File: src/rtl/ctrl_pkg.sv
// Shared types and encodings for the multicycle RV32I sequencing controller.
package ctrl_pkg;

  typedef enum logic [3:0] {
    FETCH    = 4'd0,
    DECODE   = 4'd1,
    MEMADR   = 4'd2,
    MEMREAD  = 4'd3,
    MEMWB    = 4'd4,
    MEMWRITE = 4'd5,
    EXECR    = 4'd6,
    EXECI    = 4'd7,
    JAL      = 4'd8,
    BEQ      = 4'd9,
    ALUWB    = 4'd10
  } ctrl_state_t;

  localparam logic [6:0] OP_LOAD   = 7'b0000011;
  localparam logic [6:0] OP_STORE  = 7'b0100011;
  localparam logic [6:0] OP_RTYPE  = 7'b0110011;
  localparam logic [6:0] OP_ITYPE  = 7'b0010011;
  localparam logic [6:0] OP_JAL    = 7'b1101111;
  localparam logic [6:0] OP_BRANCH = 7'b1100011;

  localparam logic [1:0] SRCA_PC    = 2'b00;
  localparam logic [1:0] SRCA_OLDPC = 2'b01;
  localparam logic [1:0] SRCA_RD1   = 2'b10;

  localparam logic [1:0] SRCB_RD2  = 2'b00;
  localparam logic [1:0] SRCB_IMM  = 2'b01;
  localparam logic [1:0] SRCB_FOUR = 2'b10;

  localparam logic [1:0] RES_ALUOUT    = 2'b00;
  localparam logic [1:0] RES_DATA      = 2'b01;
  localparam logic [1:0] RES_ALURESULT = 2'b10;

  localparam logic [1:0] ALUOP_ADD   = 2'b00;
  localparam logic [1:0] ALUOP_SUB   = 2'b01;
  localparam logic [1:0] ALUOP_FUNCT = 2'b10;

endpackage

File: src/rtl/instret_counter.sv
// Retired-instruction counter: wraps modulo 2^W, cleared asynchronously.
module instret_counter #(
  parameter int unsigned W = 32
) (
  input  logic         clk,
  input  logic         reset_n,
  input  logic         en,
  output logic [W-1:0] count
);

  always_ff @(posedge clk or negedge reset_n) begin
    if (!reset_n) count <= '0;
    else if (en)  count <= count + W'(1);
  end

endmodule

File: src/rtl/multicycle_ctrl.sv
// Moore sequencing controller for the multicycle RV32I core: datapath muxes,
// enables, memory-ready stalls and retired-instruction count.
module multicycle_ctrl
  import ctrl_pkg::*;
#(
  parameter int unsigned INSTRET_W = 32
) (
  input  logic                 clk,
  input  logic                 reset_n,
  input  logic [6:0]           op,
  input  logic                 Zero,
  input  logic                 mem_ready,
  output logic                 AdrSrc,
  output logic                 IRWrite,
  output logic [1:0]           ALUSrcA,
  output logic [1:0]           ALUSrcB,
  output logic [1:0]           ALUOp,
  output logic [1:0]           ResultSrc,
  output logic                 PCWrite,
  output logic                 RegWrite,
  output logic                 MemWrite,
  output logic                 illegal,
  output logic [INSTRET_W-1:0] instret
);

  ctrl_state_t state, state_nxt;
  logic        pc_update;
  logic        branch;
  logic        retire;

  always_ff @(posedge clk or negedge reset_n) begin
    if (!reset_n) state <= FETCH;
    else          state <= state_nxt;
  end

  // Next state and Moore decode; mem_ready/Zero/op only gate the few outputs that need them.
  always_comb begin
    state_nxt = state;
    AdrSrc    = 1'b0;
    IRWrite   = 1'b0;
    ALUSrcA   = SRCA_PC;
    ALUSrcB   = SRCB_RD2;
    ALUOp     = ALUOP_ADD;
    ResultSrc = RES_ALUOUT;
    RegWrite  = 1'b0;
    MemWrite  = 1'b0;
    illegal   = 1'b0;
    pc_update = 1'b0;
    branch    = 1'b0;
    retire    = 1'b0;
    case (state)
      FETCH: begin
        ALUSrcB   = SRCB_FOUR;
        ResultSrc = RES_ALURESULT;
        IRWrite   = mem_ready;
        pc_update = mem_ready;
        if (mem_ready) state_nxt = DECODE;
      end
      DECODE: begin
        ALUSrcA = SRCA_OLDPC;
        ALUSrcB = SRCB_IMM;
        case (op)
          OP_LOAD, OP_STORE: state_nxt = MEMADR;
          OP_RTYPE:          state_nxt = EXECR;
          OP_ITYPE:          state_nxt = EXECI;
          OP_JAL:            state_nxt = JAL;
          OP_BRANCH:         state_nxt = BEQ;
          default: begin
            state_nxt = FETCH;
            illegal   = 1'b1;
          end
        endcase
      end
      MEMADR: begin
        ALUSrcA   = SRCA_RD1;
        ALUSrcB   = SRCB_IMM;
        state_nxt = (op == OP_LOAD) ? MEMREAD : MEMWRITE;
      end
      MEMREAD: begin
        AdrSrc = 1'b1;
        if (mem_ready) state_nxt = MEMWB;
      end
      MEMWB: begin
        ResultSrc = RES_DATA;
        RegWrite  = 1'b1;
        retire    = 1'b1;
        state_nxt = FETCH;
      end
      MEMWRITE: begin
        AdrSrc   = 1'b1;
        MemWrite = 1'b1;
        if (mem_ready) begin
          retire    = 1'b1;
          state_nxt = FETCH;
        end
      end
      EXECR: begin
        ALUSrcA   = SRCA_RD1;
        ALUOp     = ALUOP_FUNCT;
        state_nxt = ALUWB;
      end
      EXECI: begin
        ALUSrcA   = SRCA_RD1;
        ALUSrcB   = SRCB_IMM;
        ALUOp     = ALUOP_FUNCT;
        state_nxt = ALUWB;
      end
      JAL: begin
        ALUSrcA   = SRCA_OLDPC;
        ALUSrcB   = SRCB_FOUR;
        pc_update = 1'b1;
        state_nxt = ALUWB;
      end
      BEQ: begin
        ALUSrcA   = SRCA_RD1;
        ALUOp     = ALUOP_SUB;
        branch    = 1'b1;
        retire    = 1'b1;
        state_nxt = FETCH;
      end
      ALUWB: begin
        RegWrite  = 1'b1;
        retire    = 1'b1;
        state_nxt = FETCH;
      end
      default: state_nxt = FETCH;
    endcase
  end

  assign PCWrite = pc_update | (branch & Zero);

  instret_counter #(.W(INSTRET_W)) u_instret (
    .clk     (clk),
    .reset_n (reset_n),
    .en      (retire),
    .count   (instret)
  );

endmodule

File: config.mk
export PLATFORM = sky130hd
export DESIGN_NAME = multicycle_ctrl
export DESIGN_NICKNAME = d
export VERILOG_FILES = /design/src/rtl/ctrl_pkg.sv /design/src/rtl/instret_counter.sv /design/src/rtl/multicycle_ctrl.sv
export SDC_FILE = /design/constraint.sdc
export NUM_CORES = 1
export LEC_CHECK = 0
export BUFFER_PORTS_ARGS = -buffer_cell sky130_fd_sc_hd__buf_2
export CELL_PAD_IN_SITES_DETAIL_PLACEMENT = 0
export CELL_PAD_IN_SITES_GLOBAL_PLACEMENT = 1
export CORE_UTILIZATION = 40
export DETAILED_ROUTE_END_ITERATION = 16
export PLACE_DENSITY = 0.83
export SETUP_SLACK_MARGIN = 0.4
export SKIP_LAST_GASP = 1
export SYNTH_ARGS = -nofsm -noshare
export SYNTH_HDL_FRONTEND = slang
export SYNTH_SLANG_ARGS = --single-unit
File: constraint.sdc
create_clock -name clk -period 2.1 [get_ports clk]
set_input_delay 0.21 -clock clk [delete_from_list [all_inputs] [get_ports clk]]
set_output_delay 0.21 -clock clk [all_outputs]
set_load 0.02 [all_outputs]
==> impl_metrics.ini, run 1 <==
[hold_path]
hp-class = input port to asynchronous set/reset pin

[logic_synthesis]
synth_top_area_share_pct = 42.40
syn_nets = 217
synth_fa_ha_area_share_pct = 0.5889
yosysSeqAreaShare_pct = 42.40
ys_warn_count = 0
synth_area_leader_cell = dfrtp_1
synth_seq_cells = 36
syn_avg_cell_area_um2 = 10.36
synth_ff_type = dfrtp_1
synth_compound_area_share_pct = 6.007
synth_top_cells_by_area = dfrtp_1 (42%), xor2_1 (9.1%), xnor2_1 (4.5%), nor4_2 (3.5%), nor3_1 (3.1%)
synth_area_um2 = 2125
muxShareOfSynthArea_pct = 1.001
synth_top_family_by_area = simple AND/OR/NAND/NOR gates
synth-xor-area-share_pct = 13.60
synthSimpleGateAreaFrac_pct = 33.75
synthArstFlopShare_pct = 100.0
ys_top_cells_by_count = dfrtp_1 (36), xor2_1 (22), nand2_1 (13), nor3_1 (13), nor2_1 (12)
ys_types = 49
synthCells = 205
synth-edff-count = 0
yosysMostFrequentCell = dfrtp_1

[floorplan]
start_util_pct = 41.60
fp.dieH_um = 74.88
dieArea_um2 = 5607
row_count = 26
io_pins = 57
core_region_area_um2 = 5107
die_w_um = 74.88

[power_and_ir_drop]
seqPwrFrac_pct = 38.6
p_sw_share_pct = 31.93
p_sw_uw = 663.9
comb_power_share_pct = 32.5
powerDensity_nw_per_um2 = 629.5
p_leak_uw = 0.001765
p_clk_share_pct = 28.9
p_int_uw = 1416
ir_drop_uv = 523.2
p_total_uw = 2079

[global_routing]
use_met1_pct = 26.18
grt_pass1_wl_mm = 8.542
grtUsageMet3_pct = 3.481
grt.overflow.total = 0
grt_pass1_vias = 1842
antenna_found_initial = 0
grt_max_degree = 37
grt-busiest-layer = met2
track_usage_pct = 20.26
grtUsageMet2_pct = 33.73

[finish]
multi_input_area_um2 = 1451
layout-drive-gt1-share_pct = 57.19
fill_cells = 398
register_area_um2 = 919.6
area_growth_pct = 55.48
fin_area_um2 = 3303
nNetsFinal = 324
n_antenna_cell = 0

[routing]
drc = 0
avgRoutedWirePerCell_um = 15.28
vias = 1998
drtAntennaViolNets = 0
drt-total-wl_mm = 5.851
drtIter0Drc = 83
via_per_inst = 5.217
first_pass_iters = 4

[timing]
fin_setup_tns_ns = 0
tightest_slew_ns = 0.8071
slew_headroom_pct = 46.19
finalHoldViolations = 0
setup_viol = 0
slew_violations = 0
timing.final.crit_share_pct = 85.62
fin_skew_ns = 0.007802
period_minus_slack_ns = 1.798
fmax_ghz = 0.5562
rsz0062_at_grt = true

[cts]
clock_sinks = 36
insertion_delay_ns = 0.29
ctsRootBufferMaster = clkbuf_8
clock_path_buffers = 2
htreeDepth = 2
holdBufCountCts = 0
cts_tree = built
clkSlewWorstSetupHoldPaths_ns = 0.07
cts_made_buffers = 5

[setup_path]
crit_arrival_ns = 2.01
crit_required_ns = 2.31
critPathLaunchType = flip-flop
path_class = flip-flop to flip-flop
cp_max_fo = 7
rr_worst_depth = 5
crit_path_end_kind = flip-flop

[placed_design]
io_buffer_count = 56
placed_area_um2 = 2525
hpwl_mm = 3.390
gp_congestion = 0.7953

[status]
status = completed

[run]
cap_violations = 0
[per-layer routing]
metal	share of wire, %	wire [µm]	vias to the layer above
li1	-	-	964
met1	44	2569	969
met4	1.4	84	0
met2	51	2976	57
met5	0	0	-
met3	3.8	221	8
[sequential cells by signal, summed over array words and instances, names as in the netlist]
name             cells
state                4
u_instret.count     32
[kinds of logic after synthesis]
family / count (synthesis)
adder cells (fa/ha/maj): 1
XOR/XNOR: 33
multiplexers: 2
flip-flops: 36
AND/OR/NAND/NOR: 104
buffers and inverters: 11
AO/OA/AOI/OAI: 18
[worst paths after layout]
kind | from | end | slack (ns)
worst max-delay path | state[3]$_DFFE_PN0P_ | u_instret.count[20]$_DFFE_PN0P_ | 0.30
worst min-delay path | reset_n | u_instret.count[26]$_DFFE_PN0P_ | 0.007
worst max register to register | state[3]$_DFFE_PN0P_ | u_instret.count[20]$_DFFE_PN0P_ | 0.30
worst min register to register | u_instret.count[31]$_DFFE_PN0P_ | u_instret.count[31]$_DFFE_PN0P_ | 0.47
max in group asynchronous | reset_n | u_instret.count[0]$_DFFE_PN0P_ | 1.53
min in group clk | mem_ready | state[0]$_DFFE_PN0P_ | 0.36
[placed cells by master, fill, tap and decap left out, types with 5 or more instances in the layout]
| cell type | n |
|---|---|
| buf_2 | 50 |
| buf_4 | 47 |
| xor2_1 | 22 |
| dfrtp_1 | 21 |
| dfrtp_2 | 15 |
| nor2_1 | 12 |
| nand2_1 | 12 |
| nor4_4 | 9 |
| xnor2_1 | 9 |
| nand4_1 | 8 |
| nor3_2 | 7 |
| nand3_1 | 7 |
| buf_6 | 7 |
| nand2b_1 | 5 |
| nor3_1 | 5 |
| clkbuf_8 | 5 |
[critical path, stage by stage, from the launching register on]
cell      delay, ns
dfrtp_2        0.47
buf_6          0.14
and4bb_4       0.21
o41a_1         0.57
nand4_1        0.19
xnor2_1        0.14
[per-stage QoR]
step / instances / hold slack (ns) / worst slack, ns / util, %
after floorplan: 205 / -0.08559 / 0.2691 / -
final: 383 / 0.006780 / 0.3020 / 64.67
after CTS: 367 / 0.03885 / 0.3754 / 59.33
after global routing: 383 / 0.06185 / 0.2027 / 64.67
after detailed placement: 330 / 0.3511 / 0.2349 / 49.44
after global placement: 330 / 0.3459 / 0.3009 / 49.44
[area by class of cell]
class | instances | area share, %
clock buffer | 6 | 2.197
clock inverter | 2 | 1.061
inverter | 4 | 0.4545
multi-input combinational | 159 | 43.94
sequential | 36 | 27.84
tap | 70 | 2.652
timing repair buffer | 106 | 21.86
[power groups by stage]
stage,combinational [µW],clock (µW),sequential [µW]
after detailed placement,436,0,814
after global routing,720,637,806
after global placement,435,0,808
final,675,601,803
after floorplan,255,0,840
after CTS,601,609,796
[timing repair]
action,in CTS,in global routing
pin swaps,27,25
cloned,1,0
resized for setup,35,33
endpoints found under the setup margin,36,36
buffers inserted,28,16
(Power assumes the default switching activity.)
==> inputs of run 2 (changes only) <==
--- a/config.mk
+++ b/config.mk
@@ -5,10 +5,11 @@
 export SDC_FILE = /design/constraint.sdc
 export NUM_CORES = 1
 export LEC_CHECK = 0
+export ABC_AREA = 1
 export BUFFER_PORTS_ARGS = -buffer_cell sky130_fd_sc_hd__buf_2
 export CELL_PAD_IN_SITES_DETAIL_PLACEMENT = 0
 export CELL_PAD_IN_SITES_GLOBAL_PLACEMENT = 1
-export CORE_UTILIZATION = 40
+export CORE_UTILIZATION = 37
 export DETAILED_ROUTE_END_ITERATION = 16
 export PLACE_DENSITY = 0.83
 export SETUP_SLACK_MARGIN = 0.4
==> run 2 against run 1 <==
The run now ends with design-rule violations left. Critical path depth grew 1. Clock skew fell by 0.0025 ns. Maximum frequency rose by 6.9%. Sequential power barely moved. Core utilization decreased by 16 points. First-iteration DRC count grew 66%. Wire length grew 11%. Flip-flop and latch count unchanged. Register-to-register slack better by 0.21 ns.
==> impl_metrics.ini, run 2 <==
[routing]
drtIter0Drc = 138
drtAntennaViolNets = 0
vias = 2604
first_pass_iters = 10
via_per_inst = 4.787
drc = 4
drt-total-wl_mm = 6.493
avgRoutedWirePerCell_um = 11.94

[status]
status = finished, violations left
failed_checks = design-rule violations

[logic_synthesis]
synth_fa_ha_area_share_pct = 0.5010
synthArstFlopShare_pct = 100.0
synth_ff_type = dfrtp_1
yosysSeqAreaShare_pct = 36.07
synth-xor-area-share_pct = 4.208
synth_area_um2 = 2497
syn_avg_cell_area_um2 = 6.291
synth_area_leader_cell = dfrtp_1
yosysMostFrequentCell = nand2_1
muxShareOfSynthArea_pct = 0
synth_compound_area_share_pct = 4.409
synth_top_family_by_area = simple AND/OR/NAND/NOR gates
synth-edff-count = 0
syn_nets = 409
synth_top_area_share_pct = 36.07
synthSimpleGateAreaFrac_pct = 46.39
ys_warn_count = 0
ys_top_cells_by_count = nand2_1 (167), nor2_1 (69), inv_1 (39)
synth_seq_cells = 36
ys_types = 27
synthCells = 397
synth_top_cells_by_area = dfrtp_1 (36%), nand2_1 (25%), nor2_1 (10%), inv_1 (5.9%), xor2_1 (3.9%)

[timing]
rsz0062_at_grt = true
tightest_slew_ns = 0.8432
fin_setup_tns_ns = 0
fin_ws_ns = 0.4184
period_minus_slack_ns = 1.682
setup_viol = 0
finalHoldViolations = 0
fmax_ghz = 0.5947
slew_violations = 0
fin_skew_ns = 0.005299
slew_headroom_pct = 43.79
timing.final.crit_share_pct = 80.07

[floorplan]
row_count = 29
die_w_um = 84.16
fp.dieH_um = 84.16
io_pins = 57
start_util_pct = 38.89
dieArea_um2 = 7082
core_region_area_um2 = 6422

[finish]
largest_reg_flops = 32
layout-drive-gt1-share_pct = 22.27
area_growth_pct = 24.00
nNetsFinal = 478
reg.largest.list = u_instret.count (32), state (4)
final_cell_mix = nand2_1 (166), nor2_1 (60), buf_2 (55), inv_1 (38), dfrtp_1 (34)
fin_area_um2 = 3097
final_common_cell = nand2_1
fin_util_pct = 48.22
largest_register = u_instret.count
n_antenna_cell = 0

[cts]
cts_tree = built
holdBufCountCts = 0
insertion_delay_ns = 0.28
cts_made_buffers = 5
clock_sinks = 36
clkSlewWorstSetupHoldPaths_ns = 0.08
htreeDepth = 2
ctsRootBufferMaster = clkbuf_8
clock_path_buffers = 2

[setup_path]
r2r_slack_ns = 0.51
cp_max_fo = 3
critPathLaunchType = flip-flop
crit_path_end_kind = primary output
path_class = flip-flop to primary output
crit_arrival_ns = 1.47
crit_required_ns = 1.89

[placed_design]
hpwl_mm = 4.995
placed_area_um2 = 2863
place_ws_ns = 0.3967
gp_congestion = 0.8410
io_buffer_count = 56

[run]
cap_violations = 0

[global_routing]
grt_pass1_vias = 2327
antenna_found_initial = 0
grt_pass1_wl_mm = 10.85
grt_max_degree = 37
track_usage_pct = 19.18
grt.overflow.total = 0

[power_and_ir_drop]
ir_drop_uv = 510.1
p_leak_uw = 0.001580
p_total_uw = 2128
powerDensity_nw_per_um2 = 687.3

[hold_path]
hp-class = input port to asynchronous set/reset pin
run 2: changes by cell type after synthesis, moves of 11 or more:
cell / previous run / this run
inv_1: 4 / 39
nand2_1: 13 / 167
nor2_1: 12 / 69
nor3_1: 13 / 2
o21ai_0: 3 / 15
xor2_1: 22 / 11
run 2: timing repair:
| action | in CTS | in global routing |
|---|---|---|
| gates resized for setup | 5 | 23 |
| buffers inserted | 2 | 5 |
| setup endpoints to repair | 23 | 27 |
| pin swaps | 1 | 5 |
run 2: kinds of logic after synthesis:
kind of cell	Yosys count
compound gates	20
xor+xnor	12
fa+ha+maj	1
buf+inv	49
flops	36
simple gates	279
run 2: worst paths after layout:
kind / start / cells after the start / endpoint
max: state[2]$_DFFE_PN0P_ / 6 / illegal
max reg2reg: state[2]$_DFFE_PN0P_ / 10 / u_instret.count[12]$_DFFE_PN0P_
min in group clk: mem_ready / 2 / state[1]$_DFFE_PN0P_
min reg2reg: u_instret.count[0]$_DFFE_PN0P_ / 1 / u_instret.count[0]$_DFFE_PN0P_
max in group asynchronous: reset_n / 1 / state[0]$_DFFE_PN0P_
min: reset_n / 1 / u_instret.count[3]$_DFFE_PN0P_
run 2: final cells by class:
cell class | count | area, µm²
Tap cell | 77 | 96.34
Sequential cell | 36 | 903.4
Inverter | 43 | 166.4
Clock buffer | 8 | 90.09
Fill cell | 666 | 3326
Timing Repair Buffer | 68 | 389.1
Multi-Input combinational cell | 312 | 1451
run 2: power breakdown:
| part | switching [µW] | internal [µW] | total (µW) |
|---|---|---|---|
| Combinational | 519 | 292 | 810 |
| Sequential | 61.3 | 742 | 803 |
| Clock | 247 | 268 | 515 |
| Total | 827 | 1300 | 2130 |
run 2: worst max-delay path, cell delays in order, from the launching register on:
cell and delay (ns):
dfrtp_1 0.41, nor2_2 0.18, inv_2 0.09, nor2_4 0.10
inv_1 0.08, nor3b_2 0.16, buf_4 0.16
run 2: stage by stage:
step                hold WS [ns]  cells
floorplan               -0.08559    397
global placement          0.3658    529
detailed placement        0.3684    529
CTS                      0.06100    539
global route             0.09963    544
finish                   0.02173    544
run 2: routing by layer:
| metal | track usage [%] | wire (µm) | vias to the layer above |
|---|---|---|---|
| li1 | - | - | 1356 |
| met5 | 0 | 0 | - |
| met2 | 30.92 | 2987 | 55 |
| met1 | 26.85 | 3174 | 1189 |
| met4 | 4.702 | 45 | 0 |
| met3 | 3.245 | 285 | 4 |
==> inputs of run 3 (changes only) <==
--- a/config.mk
+++ b/config.mk
@@ -9,9 +9,9 @@
 export BUFFER_PORTS_ARGS = -buffer_cell sky130_fd_sc_hd__buf_2
 export CELL_PAD_IN_SITES_DETAIL_PLACEMENT = 0
 export CELL_PAD_IN_SITES_GLOBAL_PLACEMENT = 1
-export CORE_UTILIZATION = 37
+export CORE_UTILIZATION = 34
 export DETAILED_ROUTE_END_ITERATION = 16
-export PLACE_DENSITY = 0.83
+export PLACE_DENSITY = 0.8
 export SETUP_SLACK_MARGIN = 0.4
 export SKIP_LAST_GASP = 1
 export SYNTH_ARGS = -nofsm -noshare
==> constraint.sdc (replaced) <==
create_clock -name clk -period 1.5 [get_ports clk]
set_input_delay 0.15 -clock clk [delete_from_list [all_inputs] [get_ports clk]]
set_output_delay 0.15 -clock clk [all_outputs]
set_load 0.02 [all_outputs]
==> run 3 against run 2 <==
The run ends with negative setup slack left. Hold slack gained 0.13 ns. First-iteration DRC count shrank 29%. Critical path depth grew 1. Register-to-register slack lost 0.61 ns. Via count grew 15%. Global-route usage grew 3.6 points. Sequential power grew 42%. Sequential share of layout area shrank 6.7 points. Largest cell class unchanged. Largest power group unchanged. Highest routed layer unchanged.
==> impl_metrics.ini, run 3 (synthesis results as in run 2) <==
[setup_path]
crit_path_end_kind = primary output
crit_arrival_ns = 1.49
path_class = flip-flop to primary output
critPathLaunchType = flip-flop
rr_worst_depth = 11
r2r-start = state[2]$_DFFE_PN0P_
cp_max_fo = 5
r2r_slack_ns = -0.10
crit_required_ns = 1.35
worstReg2RegEnd = u_instret.count[11]$_DFFE_PN0P_

[timing]
fin_skew_ns = 0.002747
tightest_slew_ns = 0.4845
finalHoldViolations = 0
timing.final.crit_share_pct = 109.0
period_minus_slack_ns = 1.635
setup_viol = 42
rsz0062_at_grt = true
slew_violations = 0
fin_setup_tns_ns = -2.908
fin_ws_ns = -0.1352
slew_headroom_pct = 67.70
fmax_ghz = 0.6115

[finish]
layout-drive-gt1-share_pct = 43.08
largest_reg_flops = 32
fin_util_pct = 59.03
final_common_cell = nand2_1
largest_register = u_instret.count
final_cell_mix = nand2_1 (143), nor2_1 (50), buf_4 (43), buf_2 (34)
area_growth_pct = 64.13
fill_cells = 644
nNetsFinal = 531
n_antenna_cell = 0
reg.largest.list = u_instret.count (32), state (4)

[floorplan]
start_util_pct = 35.96
fp.dieH_um = 87.71
io_pins = 57
die_w_um = 87.71
dieArea_um2 = 7692
row_count = 30
core_region_area_um2 = 6944

[global_routing]
grt_pass1_vias = 2888
grt_max_degree = 37
track_usage_pct = 22.78
grt.overflow.total = 0
antenna_found_initial = 0
grt_pass1_wl_mm = 13.43

[cts]
clock_path_buffers = 2
ctsRootBufferMaster = clkbuf_8
clkSlewWorstSetupHoldPaths_ns = 0.07
clock_sinks = 36
insertion_delay_ns = 0.29
cts_made_buffers = 5
cts_tree = built
htreeDepth = 2

[power_and_ir_drop]
ir_drop_uv = 800.3
powerDensity_nw_per_um2 = 1019
p_leak_uw = 0.001942

[routing]
drt-total-wl_mm = 8.266
avgRoutedWirePerCell_um = 13.42
vias = 2993
via_per_inst = 4.859
drc = 0
drtIter0Drc = 98
first_pass_iters = 4
drtAntennaViolNets = 0

[placed_design]
gp_congestion = 0.8585
hpwl_mm = 5.379
io_buffer_count = 56

[hold_path]
min_to = state[1]$_DFFE_PN0P_
hp-class = input port to flip-flop
hp-start = mem_ready
worstHoldPathCells = 2

[status]
status = finished, violations left
failed_checks = negative setup slack

[run]
cap_violations = 0
[run 3: changes by cell type in the layout (fill, tap and decap cells not counted), sizes merged]
cell	change
clkbuf	+1
buf	+50
inv	+1
dlygate4sd3	+1
[run 3: what timing repair did]
item,4_1_cts,5_1_grt
hold buffers,1,0
buffers inserted,21,9
endpoints found under the setup margin,59,68
resized for setup,131,22
cloned,5,1
pin swaps,23,6
hold endpoints to repair,36,0
[run 3: power breakdown]
part           internal (µW)  leakage (µW)  switching (µW)
registers               1040      0.000469            93.6
clock network            375     0.0000455             350
logic                   1160       0.00143            1150
[run 3: metrics by stage]
stage | cell area [µm²] | cells | hold slack (ns) | power [µW] | setup slack [ns]
final | 4099 | 616 | 0.1562 | 4178 | -0.1352
after detailed placement | 3173 | 571 | 0.2358 | 2408 | -0.07922
after CTS | 3939 | 606 | 0.1442 | 3882 | -0.09589
after floorplan | 2592 | 397 | -0.1456 | 1968 | 0.1143
after global placement | 3173 | 571 | 0.2299 | 2393 | -0.01580
after global routing | 4099 | 616 | 0.1726 | 4386 | -0.1967
[run 3: critical path, cell delays in order, from the launching register on]
cell,delay [ns]
dfrtp_1,0.39
inv_2,0.10
nand2_4,0.13
inv_2,0.06
nand2_4,0.09
nor2_4,0.05
a211o_1,0.24
buf_6,0.13
[run 3: layout make-up]
type | instances | area [µm²] | share of cell area, %
Clock buffer | 8 | 90.09 | 2.198
Inverter | 43 | 178.9 | 4.365
Multi-Input combinational cell | 312 | 1669 | 40.72
Sequential cell | 36 | 922.1 | 22.50
Tap cell | 96 | 120.1 | 2.930
Timing Repair Buffer | 120 | 1102 | 26.89
Timing Repair inverter | 1 | 16.27 | 0.3968
[run 3: routing by layer]
layer / wire (µm) / GRT usage, % / part of all wire, % / vias up
met2: 4099 / 39.04 / 50 / 82
met5: 0 / 0 / 0 / -
met1: 3719 / 29.74 / 45 / 1427
met4: 121 / 6.557 / 1.5 / 0
met3: 326 / 3.299 / 3.9 / 13
li1: - / - / - / 1471
[run 3: how the worst max path moves through the flow]
stage,depth (start not counted),endpoint,from,slack [ns]
6_report,7,PCWrite,state[0]$_DFFE_PN0P_,-0.14
5_1_grt,6,illegal,state[1]$_DFFE_PN0P_,-0.20
4_1_cts,6,illegal,state[1]$_DFFE_PN0P_,-0.1
3_5_place_dp,9,u_instret.count[26]$_DFFE_PN0P_,state[2]$_DFFE_PN0P_,-0.08
3_3_place_gp,9,u_instret.count[31]$_DFFE_PN0P_,state[0]$_DFFE_PN0P_,-0.02
2_1_floorplan,8,u_instret.count[24]$_DFFE_PN0P_,u_instret.count[0]$_DFFE_PN0P_,0.11
